$ cat config.mk
export PLATFORM = sky130hd
export DESIGN_NAME = softex_fma_arbiter
export DESIGN_NICKNAME = d
export VERILOG_FILES = /design/src/rtl/softex_pkg.sv /design/src/rtl/softex_rr_arbiter.sv /design/src/rtl/softex_fma_arbiter.sv
export SDC_FILE = /design/constraint.sdc
export NUM_CORES = 1
export LEC_CHECK = 0
export CORE_AREA = 4 4 72 74
export CTS_CLUSTER_DIAMETER = 30
export DETAILED_ROUTE_END_ITERATION = 10
export DIE_AREA = 0 0 76 78
export DONT_BUFFER_PORTS = 1
export GPL_TIMING_DRIVEN = 0
export SLEW_MARGIN = 10
export SYNTH_ARGS = -nofsm -noshare
export SYNTH_HDL_FRONTEND = slang
export SYNTH_SLANG_ARGS = --single-unit
$ cat constraint.sdc
create_clock -name clk_i -period 1.81 [get_ports clk_i]
set_input_delay 0 -clock clk_i [delete_from_list [all_inputs] [get_ports clk_i]]
set_output_delay 0 -clock clk_i [all_outputs]
set_load 0.1 [all_outputs]
$ cat src/rtl/softex_pkg.sv
// Shared softex definitions: FMA arbiter tag type, requester count and indices.
package softex_pkg;

    localparam int unsigned N_FMA_REQ    = 2;
    localparam int unsigned FMA_REQ_ACC  = 0;
    localparam int unsigned FMA_REQ_INV  = 1;

    // Widest requester id a tag can carry (up to 16 requesters).
    localparam int unsigned FMA_ARB_ID_W = 4;

    typedef struct packed {
        logic                    valid;
        logic [FMA_ARB_ID_W-1:0] id;
    } fma_arb_tag_t;

endpackage

$ cat src/rtl/softex_rr_arbiter.sv
// Combinational round-robin picker: first set request scanning up from ptr, wrapping.
module softex_rr_arbiter #(
    parameter int unsigned N     = 2,
    parameter int unsigned IDX_W = (N > 1) ? $clog2(N) : 1
) (
    input  logic [IDX_W-1:0] ptr,
    input  logic [N-1:0]     req,
    output logic [N-1:0]     gnt,
    output logic [IDX_W-1:0] gnt_idx,
    output logic             gnt_any
);

    int unsigned      j;
    logic [IDX_W-1:0] sel;

    // Scan N positions starting at ptr; the first hit wins.
    always_comb begin
        gnt     = '0;
        gnt_idx = '0;
        gnt_any = 1'b0;
        j       = 0;
        sel     = '0;
        for (int unsigned k = 0; k < N; k++) begin
            j   = (32'(ptr) + k) % N;
            sel = IDX_W'(j);
            if (!gnt_any && req[sel]) begin
                gnt[sel] = 1'b1;
                gnt_idx  = sel;
                gnt_any  = 1'b1;
            end
        end
    end

endmodule

$ cat src/rtl/softex_fma_arbiter.sv
// Shares one fixed-latency FMA among N_REQ requesters, round-robin, and routes
// each result back via a tag pipe. Optional arbitration lock: SOFTEX_FMA_ARB_LOCK_EN.
module softex_fma_arbiter
    import softex_pkg::*;
#(
    parameter int unsigned N_REQ    = N_FMA_REQ,
    parameter int unsigned DATA_W   = 16,
    parameter int unsigned FMA_REGS = 3,
    parameter int unsigned MAX_OUT  = FMA_REGS
) (
    input  logic                           clk_i,
    input  logic                           rst_ni,
    input  logic                           clear_i,
    input  logic [N_REQ-1:0]               req_valid_i,
    output logic [N_REQ-1:0]               req_ready_o,
    input  logic [N_REQ-1:0][DATA_W-1:0]   req_a_i,
    input  logic [N_REQ-1:0][DATA_W-1:0]   req_b_i,
    input  logic [N_REQ-1:0][DATA_W-1:0]   req_c_i,
`ifdef SOFTEX_FMA_ARB_LOCK_EN
    input  logic [N_REQ-1:0]               lock_i,
`endif
    output logic                           fma_valid_o,
    output logic [DATA_W-1:0]              fma_a_o,
    output logic [DATA_W-1:0]              fma_b_o,
    output logic [DATA_W-1:0]              fma_c_o,
    input  logic                           fma_valid_i,
    input  logic [DATA_W-1:0]              fma_res_i,
    output logic [N_REQ-1:0]               rsp_valid_o,
    output logic [DATA_W-1:0]              rsp_data_o,
    output logic                           busy_o,
    output logic                           err_o
);

    localparam int unsigned IDX_W = (N_REQ > 1) ? $clog2(N_REQ) : 1;
    localparam int unsigned CNT_W = $clog2(MAX_OUT + 1);
    localparam int unsigned DRN_W = $clog2(FMA_REGS + 1);

    logic [IDX_W-1:0]              rr_q;
    fma_arb_tag_t [FMA_REGS-1:0]   tag_q;
    logic [N_REQ-1:0][CNT_W-1:0]   outst_q;
    logic [DRN_W-1:0]              drain_q;
    logic                          err_q;

    logic [N_REQ-1:0]              elig_base, elig, gnt, rsp_hit;
    logic [IDX_W-1:0]              gnt_idx;
    logic                          gnt_any, lock_act, busy_any;

`ifdef SOFTEX_FMA_ARB_LOCK_EN
    logic             lock_q;
    logic [IDX_W-1:0] lock_id_q;

    // Lock holds only while the locked requester keeps lock_i asserted.
    assign lock_act = lock_q & lock_i[lock_id_q];

    // Capture the lock on a grant with lock_i set; release when it drops.
    always_ff @(posedge clk_i or negedge rst_ni) begin
        if (!rst_ni) begin
            lock_q    <= 1'b0;
            lock_id_q <= '0;
        end else if (clear_i) begin
            lock_q    <= 1'b0;
            lock_id_q <= '0;
        end else if (gnt_any) begin
            lock_q    <= lock_i[gnt_idx];
            lock_id_q <= gnt_idx;
        end else if (lock_q && !lock_i[lock_id_q]) begin
            lock_q    <= 1'b0;
        end
    end
`else
    assign lock_act = 1'b0;
`endif

    for (genvar i = 0; i < N_REQ; i++) begin : g_req
        // A result for i can only come from the last tag stage.
        assign rsp_hit[i] = tag_q[FMA_REGS-1].valid & fma_valid_i & ~clear_i &
                            (tag_q[FMA_REGS-1].id == FMA_ARB_ID_W'(i));

        // At the credit limit a returning result frees the slot in the same cycle.
        assign elig_base[i] = req_valid_i[i] & ~clear_i &
                              ((outst_q[i] < CNT_W'(MAX_OUT)) |
                               ((outst_q[i] == CNT_W'(MAX_OUT)) & rsp_hit[i]));

`ifdef SOFTEX_FMA_ARB_LOCK_EN
        assign elig[i] = elig_base[i] & (~lock_act | (lock_id_q == IDX_W'(i)));
`else
        assign elig[i] = elig_base[i];
`endif

        // Outstanding count: +1 on grant, -1 on response, unchanged on both.
        always_ff @(posedge clk_i or negedge rst_ni) begin
            if (!rst_ni) begin
                outst_q[i] <= '0;
            end else if (clear_i) begin
                outst_q[i] <= '0;
            end else if (gnt[i] && !rsp_hit[i]) begin
                outst_q[i] <= outst_q[i] + 1'b1;
            end else if (!gnt[i] && rsp_hit[i] && outst_q[i] != '0) begin
                outst_q[i] <= outst_q[i] - 1'b1;
            end
        end
    end

    softex_rr_arbiter #(
        .N     (N_REQ),
        .IDX_W (IDX_W)
    ) i_rr_arbiter (
        .ptr     (rr_q),
        .req     (elig),
        .gnt     (gnt),
        .gnt_idx (gnt_idx),
        .gnt_any (gnt_any)
    );

    assign req_ready_o = gnt;
    assign fma_valid_o = gnt_any;
    assign fma_a_o     = gnt_any ? req_a_i[gnt_idx] : '0;
    assign fma_b_o     = gnt_any ? req_b_i[gnt_idx] : '0;
    assign fma_c_o     = gnt_any ? req_c_i[gnt_idx] : '0;
    assign rsp_valid_o = rsp_hit;
    assign rsp_data_o  = fma_res_i;
    assign err_o       = err_q;

    // Any valid tag means an operation is still inside the FMA.
    always_comb begin
        busy_any = 1'b0;
        for (int unsigned s = 0; s < FMA_REGS; s++) busy_any |= tag_q[s].valid;
    end
    assign busy_o = busy_any & ~clear_i;

    // Pointer, tag pipe, post-clear drain window and sticky tag/result error.
    always_ff @(posedge clk_i or negedge rst_ni) begin
        if (!rst_ni) begin
            rr_q    <= IDX_W'(FMA_REQ_ACC);
            tag_q   <= '0;
            drain_q <= '0;
            err_q   <= 1'b0;
        end else if (clear_i) begin
            rr_q    <= IDX_W'(FMA_REQ_ACC);
            tag_q   <= '0;
            drain_q <= DRN_W'(FMA_REGS);
            err_q   <= 1'b0;
        end else begin
            if (gnt_any && !lock_act)
                rr_q <= (gnt_idx == IDX_W'(N_REQ - 1)) ? '0 : gnt_idx + 1'b1;
            tag_q[0].valid <= gnt_any;
            tag_q[0].id    <= FMA_ARB_ID_W'(gnt_idx);
            for (int unsigned s = 1; s < FMA_REGS; s++) tag_q[s] <= tag_q[s-1];
            if (drain_q != '0) drain_q <= drain_q - 1'b1;
            if (drain_q == '0 && (tag_q[FMA_REGS-1].valid != fma_valid_i)) err_q <= 1'b1;
        end
    end

endmodule

* Word level (Yosys, flattened, before mapping)
Cells that the tools add are included.
Storage, ports and cells: input bits 118, output and inout port bits 71, flip-flop bits (word level) 23, word-level logic and storage cells 108
Cells by class: magnitude comparators 7, bitwise logic cells 17, equal/unequal tests 4, reductions and logical operators 25, $add $sub $neg 7, muxes and demuxes 37
Operators with widths (number):
- $mux W16 | 9
- $mux W2 | 10
- $mux W1 | 15
- $mux W15 | 1
- $reduce_bool A2 Y1 | 6
- $and A1 B1 Y1 | 11
- $logic_and A1 B1 Y1 | 10
- $lt A1 B2 Y1 const B | 3
- $reduce_bool A3 Y1 | 2
- $sub A2 B1 Y2 const B | 3
- $logic_not A1 Y1 | 5
- $add A2 B1 Y2 const B | 2
- $eq A2 B2 Y1 const B | 2
- $eq A4 B1 Y1 const B | 1
- $logic_not A4 Y1 | 1
- $lt A2 B2 Y1 const B | 2
- $or A1 B1 Y1 | 4
- $add A1 B1 Y1 const B | 2
- $demux W1 S1 | 2
- $ge A1 B1 Y1 const B | 2
- $logic_not A2 Y1 | 1
- $or A2 B2 Y2 | 1
- $ne A1 B1 Y1 | 1
- $not A1 Y1 | 1

* Depth between registers and ports, before layout
depth after elaboration 18, mapped depth 8, gate-level depth less buffers 6

* Cells and area by module
From an unflattened synthesis, not the netlist that was laid out.
Second synthesis, totals: cells, all modules 193, area, all modules 1681.6 sq um
By module, submodules not included:
- softex_fma_arbiter | times used 1, area an instance 1649.1 sq um, seq. area each 350.3 sq um, cells each 188
- softex_rr_arbiter | times used 1, area an instance 32.5 sq um, seq. area each 0.0 sq um, cells each 5

* Worst setup path before layout
Ideal clock, no wire load.
path kind reg-to-reg, from reg tag_q[14] (netlist name), to reg outst_q[0] (netlist name), period minus slack after synthesis 4031 ps, slack -2221 ps, buffers on the path 0, setup time 131 ps, arrival time 3899 ps, required time 1679 ps, stages on the path, launching flop included 6, cell sequence dfrtp_1 -> ha_1 -> nor3b_1 -> o21ai_0 -> and4b_1 -> or3_1
On the way: word-level cells in the longest chain between the ends 16, elaborated cells between the ends (all ways) 28, classes of those cells 9 x mux; 11 x bitwise; 8 x reduce/logical
Ends and longest elaborated chain:
- start: declaration | RTL line softex_fma_arbiter.sv:39 | fma_arb_tag_t [FMA_REGS-1:0] tag_q;
- $and A1 B1 Y1 * (3 in series) | RTL line softex_fma_arbiter.sv:76 | assign rsp_hit[i] = tag_q[FMA_REGS-1].valid & fma_valid_i & ~clear_i &
- named net rsp_valid_o[0] | RTL line softex_fma_arbiter.sv:28 | output logic [N_REQ-1:0] rsp_valid_o,
- $and A1 B1 Y1 | RTL line softex_fma_arbiter.sv:82 | ((outst_q[i] == CNT_W'(MAX_OUT)) & rsp_hit[i]));
- $or A1 B1 Y1 | RTL line softex_fma_arbiter.sv:81 | ((outst_q[i] < CNT_W'(MAX_OUT)) |
- $and A1 B1 Y1 | RTL line softex_fma_arbiter.sv:80 | assign elig_base[i] = req_valid_i[i] & ~clear_i &
- $mux W1 (not written as such) (2 in series) | RTL line softex_rr_arbiter.sv:26 | if (!gnt_any && req[sel]) begin
- $mux W1 | RTL line softex_rr_arbiter.sv:26
- $logic_not A1 Y1 | RTL line softex_rr_arbiter.sv:26
- $logic_and A1 B1 Y1 | RTL line softex_rr_arbiter.sv:26
- $mux W2 | RTL line softex_rr_arbiter.sv:26
- $logic_not A1 Y1 | RTL line softex_fma_arbiter.sv:98 | end else if (!gnt[i] && rsp_hit[i] && outst_q[i] != '0) begin
- $logic_and A1 B1 Y1 (2 in series) | RTL line softex_fma_arbiter.sv:98
- $reduce_bool A3 Y1 (no source line)
- end signal: indexed assignment | RTL line softex_fma_arbiter.sv:97 | outst_q[i] <= outst_q[i] + 1'b1;
- end signal: indexed assignment | RTL line softex_fma_arbiter.sv:99 | outst_q[i] <= outst_q[i] - 1'b1;
- end: declaration | RTL line softex_fma_arbiter.sv:40 | logic [N_REQ-1:0][CNT_W-1:0] outst_q;
Mark *: on every way through the listed nets, which the timed path passes. The rest lies on a longest branch. The select of a mux whose other input is x is not followed. A chain may end at the register's enable or synchronous reset.

* Worst setup path after layout
Same ends and word-level chain as after synthesis.

==> results.md <==
Layout:
- In the final layout, the share of cells above drive strength 1 is 0.691.
- The repair_antennas step left the layout with diodes totalling 0.
- The count of non-filler cells in the finished layout is approximately 230.
- The signed area change from the synthesized netlist to the final layout is 91.1%.
- The net total in the final layout is 296.
- The number of fill cells in the layout is about 370.
- The final core utilization is 0.534.

Detailed routing:
- Dividing the detail-routed via count by the number of cells gives a little over 6.
- The final routed wire length divided by cell count is about 26 µm.
- Before antenna repair, the detailed router went through 4 iterations.
- The number of violations reported at the end of detailed-routing iteration 0 is 30.
- Wires add up to 5920 µm.
- The detailed-route via count is approximately 1400.
- The number of antenna-violating nets in the routed design is 0.
- The final routed DRC violation total is 0.

Synthesis:
- The area fraction of the dominant cell type after synthesis is 0.327.
- Of the synthesized area, sequential elements account for 0.272.
- The average instance in the mapped netlist occupies around 8.9 µm².
- Summing every instance area after synthesis gives around 1300 µm².
- The most used flip-flop cell after synthesis is sky130_fd_sc_hd__dfrtp_1.
- The post-synthesis xor/xnor area fraction is 0.00681.
- The synthesized instance count is roughly 140.
- The commonest cells after synthesis are 48 x sky130_fd_sc_hd__a22o_1, 17 x sky130_fd_sc_hd__buf_4, 14 x sky130_fd_sc_hd__dfrtp_1, 7 x sky130_fd_sc_hd__buf_2, 7 x sky130_fd_sc_hd__nor2_1.
- The dominant combinational cell family by area after synthesis is compound AO/OA/AOI/OAI gates.
- By area the synthesized netlist is led by sky130_fd_sc_hd__a22o_1 33%, sky130_fd_sc_hd__dfrtp_1 27%, sky130_fd_sc_hd__buf_4 9.9%.
- Counting flops with a built-in enable in the synthesized netlist gives 0.
- For this run, asynchronously set or reset flops after synthesis account for 1.00.
- After synthesis, the netlist uses 30 different library cells.
- The total nets after synthesis is roughly 260.
- After synthesis the netlist holds a flip-flop and latch count of 14.
- Of the total synthesized cell area, the portion taken by full adders, half adders and majority gates is 0.0195.
- The library cell with the highest instance count after synthesis is sky130_fd_sc_hd__a22o_1.
- The compound-cell area share of the yosys netlist is 0.407.
- Measured against the total synthesized area, the mux share comes to 0.00875.
- The fraction of the mapped netlist area in simple logic gates is 0.136.
- The Yosys warning count is 0.
- The largest total area in the synthesized netlist belongs to sky130_fd_sc_hd__a22o_1.

Setup path:
- Counting cells, the worst reg-to-reg path comes to 5.
- The critical path starts at tag_q[14].
- The critical path endpoint category is a flop.
- In this run the critical register-to-register path is captured at outst_q[0].
- The signal on the critical path passes through ha_4 -> nor3b_4 -> o21ai_2 -> and4b_1 -> or3_1.
- Setup slack on the worst reg-to-reg path comes out at -0.45 ns.
- The worst setup path is of the reg -> reg kind.
- The worst setup path is launched from a flop.
- The highest fanout seen on the critical path is 2.
- The highest cell delay on the worst timing path is 0.92 ns.
- The startpoint of the worst register-to-register path is tag_q[14].
- STA puts the critical path data required time at ~1.9 ns.
- The end point of the critical path is outst_q[0].
- For this design, the slowest cell found on the critical path is sky130_fd_sc_hd__nor3b_4.
- STA puts the critical path data arrival time at roughly 2.4 ns.

STA:
- The final critical delay including setup and external delays is around 2.3 ns.
- The final hold slack is around 0.019 ns.
- The final max-slew violation count is 0.
- The slew of the pin with the lowest slew margin is between 1 and 1.5 ns.
- Setup repair after global routing could not meet its margin everywhere.
- Setup violations remaining at the end of the flow were counted as 52.
- In the finished design, the share of the clock period the worst path needs comes to 1.25.
- The worst slew margin relative to its limit is 0.240.
- The minimum setup slack in the final design is -0.446 ns.
- The final count of hold timing violations is 0.
- Setup total negative slack on the finished layout was measured at -17.93 ns.
- Across the routed clock network, the largest skew measured is between 0.0015 and 0.002 ns.
- The upper clock frequency limit is 443 MHz.

Floorplanning:
- The initial utilization of the core area, before any placement, comes to 0.280.
- Row generation in the floorplan step produced 25 rows.
- In this run the standard cell core region covers 4600 µm².
- between 150 and 200 I/O pins were placed.
- The die outline width is between 70 and 80 µm.
- The floorplan step defined a die boundary enclosing between 5000 and 6000 µm².
- The die is 78 µm tall.

Power and ir drop:
- The leakage power total is roughly 1.1 nW.
- Of the total power, combinational logic draws 0.653.
- The power density relative to cell area is roughly 820 nW/µm².
- The power spent charging and discharging nets is ~0.0011 W.
- The maximum VDD drop is roughly 0.00056 V.
- Of the total power, the clock network draws 0.156.
- The internal power is about 0.00089 W.
- The share of total power dissipated in sequential elements is 0.191.
- Of the total power, the share spent switching nets is 0.558.

Clock network:
- TritonCTS built the clock tree.
- The clock root buffer master is sky130_fd_sc_hd__clkbuf_8.
- Buffers inserted during clock tree synthesis total 3.
- The CTS sink count is 14.
- Counting along the longest clock path gives a buffer depth of 2.
- The clock reaches the later pin of the worst-skew pair after between 0.2 and 0.3 ns.
- In this run the number of H-tree levels came out at 1.
- Clock-pin slew was measured on the worst setup and hold paths at 0.06 ns.

Global routing:
- The pin count of the biggest net entering global routing is 15.
- The initial antenna violation count is 0.
- The aggregate global-route resource usage is 0.179.
- The first-pass GRT wire length is approximately 8500 µm.
- After global routing the overflow that remains totals 0.
- The via count of the first global-routing pass was 1452.

Run status:
- The run finished, with violations left.
- The final reports fail on setup timing.

Flow run:
- Max-cap violations in this run came to 0.

Placement:
- The post-DP HPWL is between 4000 and 5000 µm.
- The placement-stage worst setup slack is -0.610 ns.
- In this run, placement finished with an instance count of approximately 200.
- The quantity of I/O buffers inserted on ports is 0.
- The congestion estimate from routability-driven global placement came to around 0.78.

Hold path:
- The start point of the worst hold path is fma_valid_i.
- The tightest min-delay check is of the in -> reg type.
==> critical path: cells and delay by family (launching register included) <==
kind | cells | cell delay [ns]
compound gates | 1 | 0.14
fa+ha+maj | 1 | 0.15
flops | 1 | 0.38
simple gates | 3 | 1.46
==> cells in the final DEF, fill, tap and decap left out, drive strengths merged <==
cell type / count
and2: 2
nor4: 1
and4b: 1
nor2: 7
ha: 2
dlygate4sd3: 2
o21bai: 1
mux2: 1
nand2b: 5
nand2: 3
clkbuf: 9
or4: 1
nand3b: 1
a211o: 1
a311oi: 1
a211oi: 1
a31oi: 1
o21ai: 4
o21a: 3
xor2: 1
nor3b: 2
buf: 48
dfrtp: 14
a22o: 48
inv: 4
nor2b: 5
or3: 1
nor3: 2
a21oi: 3
==> flip-flops by register name (all words and copies together) (netlist names) <==
signal and count:
rr_q 1, err_o 1, tag_q 6, drain_q 2
outst_q 4
==> layout make-up <==
cell class / instances / area, µm² / area share
clock buffers: 4 / 55.1 / 0.0224
flip-flops and latches: 14 / 350 / 0.143
multi-input cells: 98 / 1280 / 0.519
well taps: 54 / 67.6 / 0.0275
inverters: 4 / 15.0 / 0.00611
plain buffers: 28 / 332 / 0.135
repair buffers: 27 / 362 / 0.147
==> power groups by stage <==
| stage | combinational [W] | clock, W | sequential, W |
|---|---|---|---|
| finish | 0.00131 | 0.000313 | 0.000382 |
| detailed placement | 0.00116 | 0 | 0.000384 |
| CTS | 0.00129 | 0.000316 | 0.000380 |
| global placement | 0.00115 | 0 | 0.000381 |
| global route | 0.00135 | 0.000336 | 0.000385 |
| floorplan | 0.00111 | 0 | 0.000378 |
==> metal layers <==
layer  part of all wire  up-vias  GRT usage
met2               0.54       89      0.318
met5                  0        -          0
li1                   -      606          -
met4             0.0078        0     0.0391
met3               0.11        5     0.0800
met1               0.34      688      0.193
==> worst min-delay path by stage <==
stage	depth (start not counted)	slack [ns]	endpoint
floorplan	0	-0.30	drain_q[0]
global placement	0	-0.30	tag_q[4]
detailed placement	0	-0.30	tag_q[0]
CTS	3	0.02	err_o
global route	3	0.02	err_o
finish	3	0.02	err_o
==> what timing repair did <==
item / in CTS / in global routing
setup buffers: 15 / 4
hold buffers: 2 / 0
endpoints found under the setup margin: 54 / 55
cloned: 6 / 2
pin swaps: 45 / 14
endpoints found under the hold margin: 16 / 0
resized for setup: 43 / 10
==> kinds of logic after synthesis <==
kind of cell,after synthesis
compound gates,63
buf+inv,32
simple gates,31
flops,14
fa+ha+maj,2
xor+xnor,1
mux,1
==> metrics by stage <==
stage          power, W  instance area, µm²
3_5_place_dp    0.00154                1830
5_1_grt         0.00207                2460
6_report        0.00200                2460
4_1_cts         0.00198                2370
3_3_place_gp    0.00153                1830
2_1_floorplan   0.00149                1760
No activity file was read; power rests on OpenSTA's default activity.
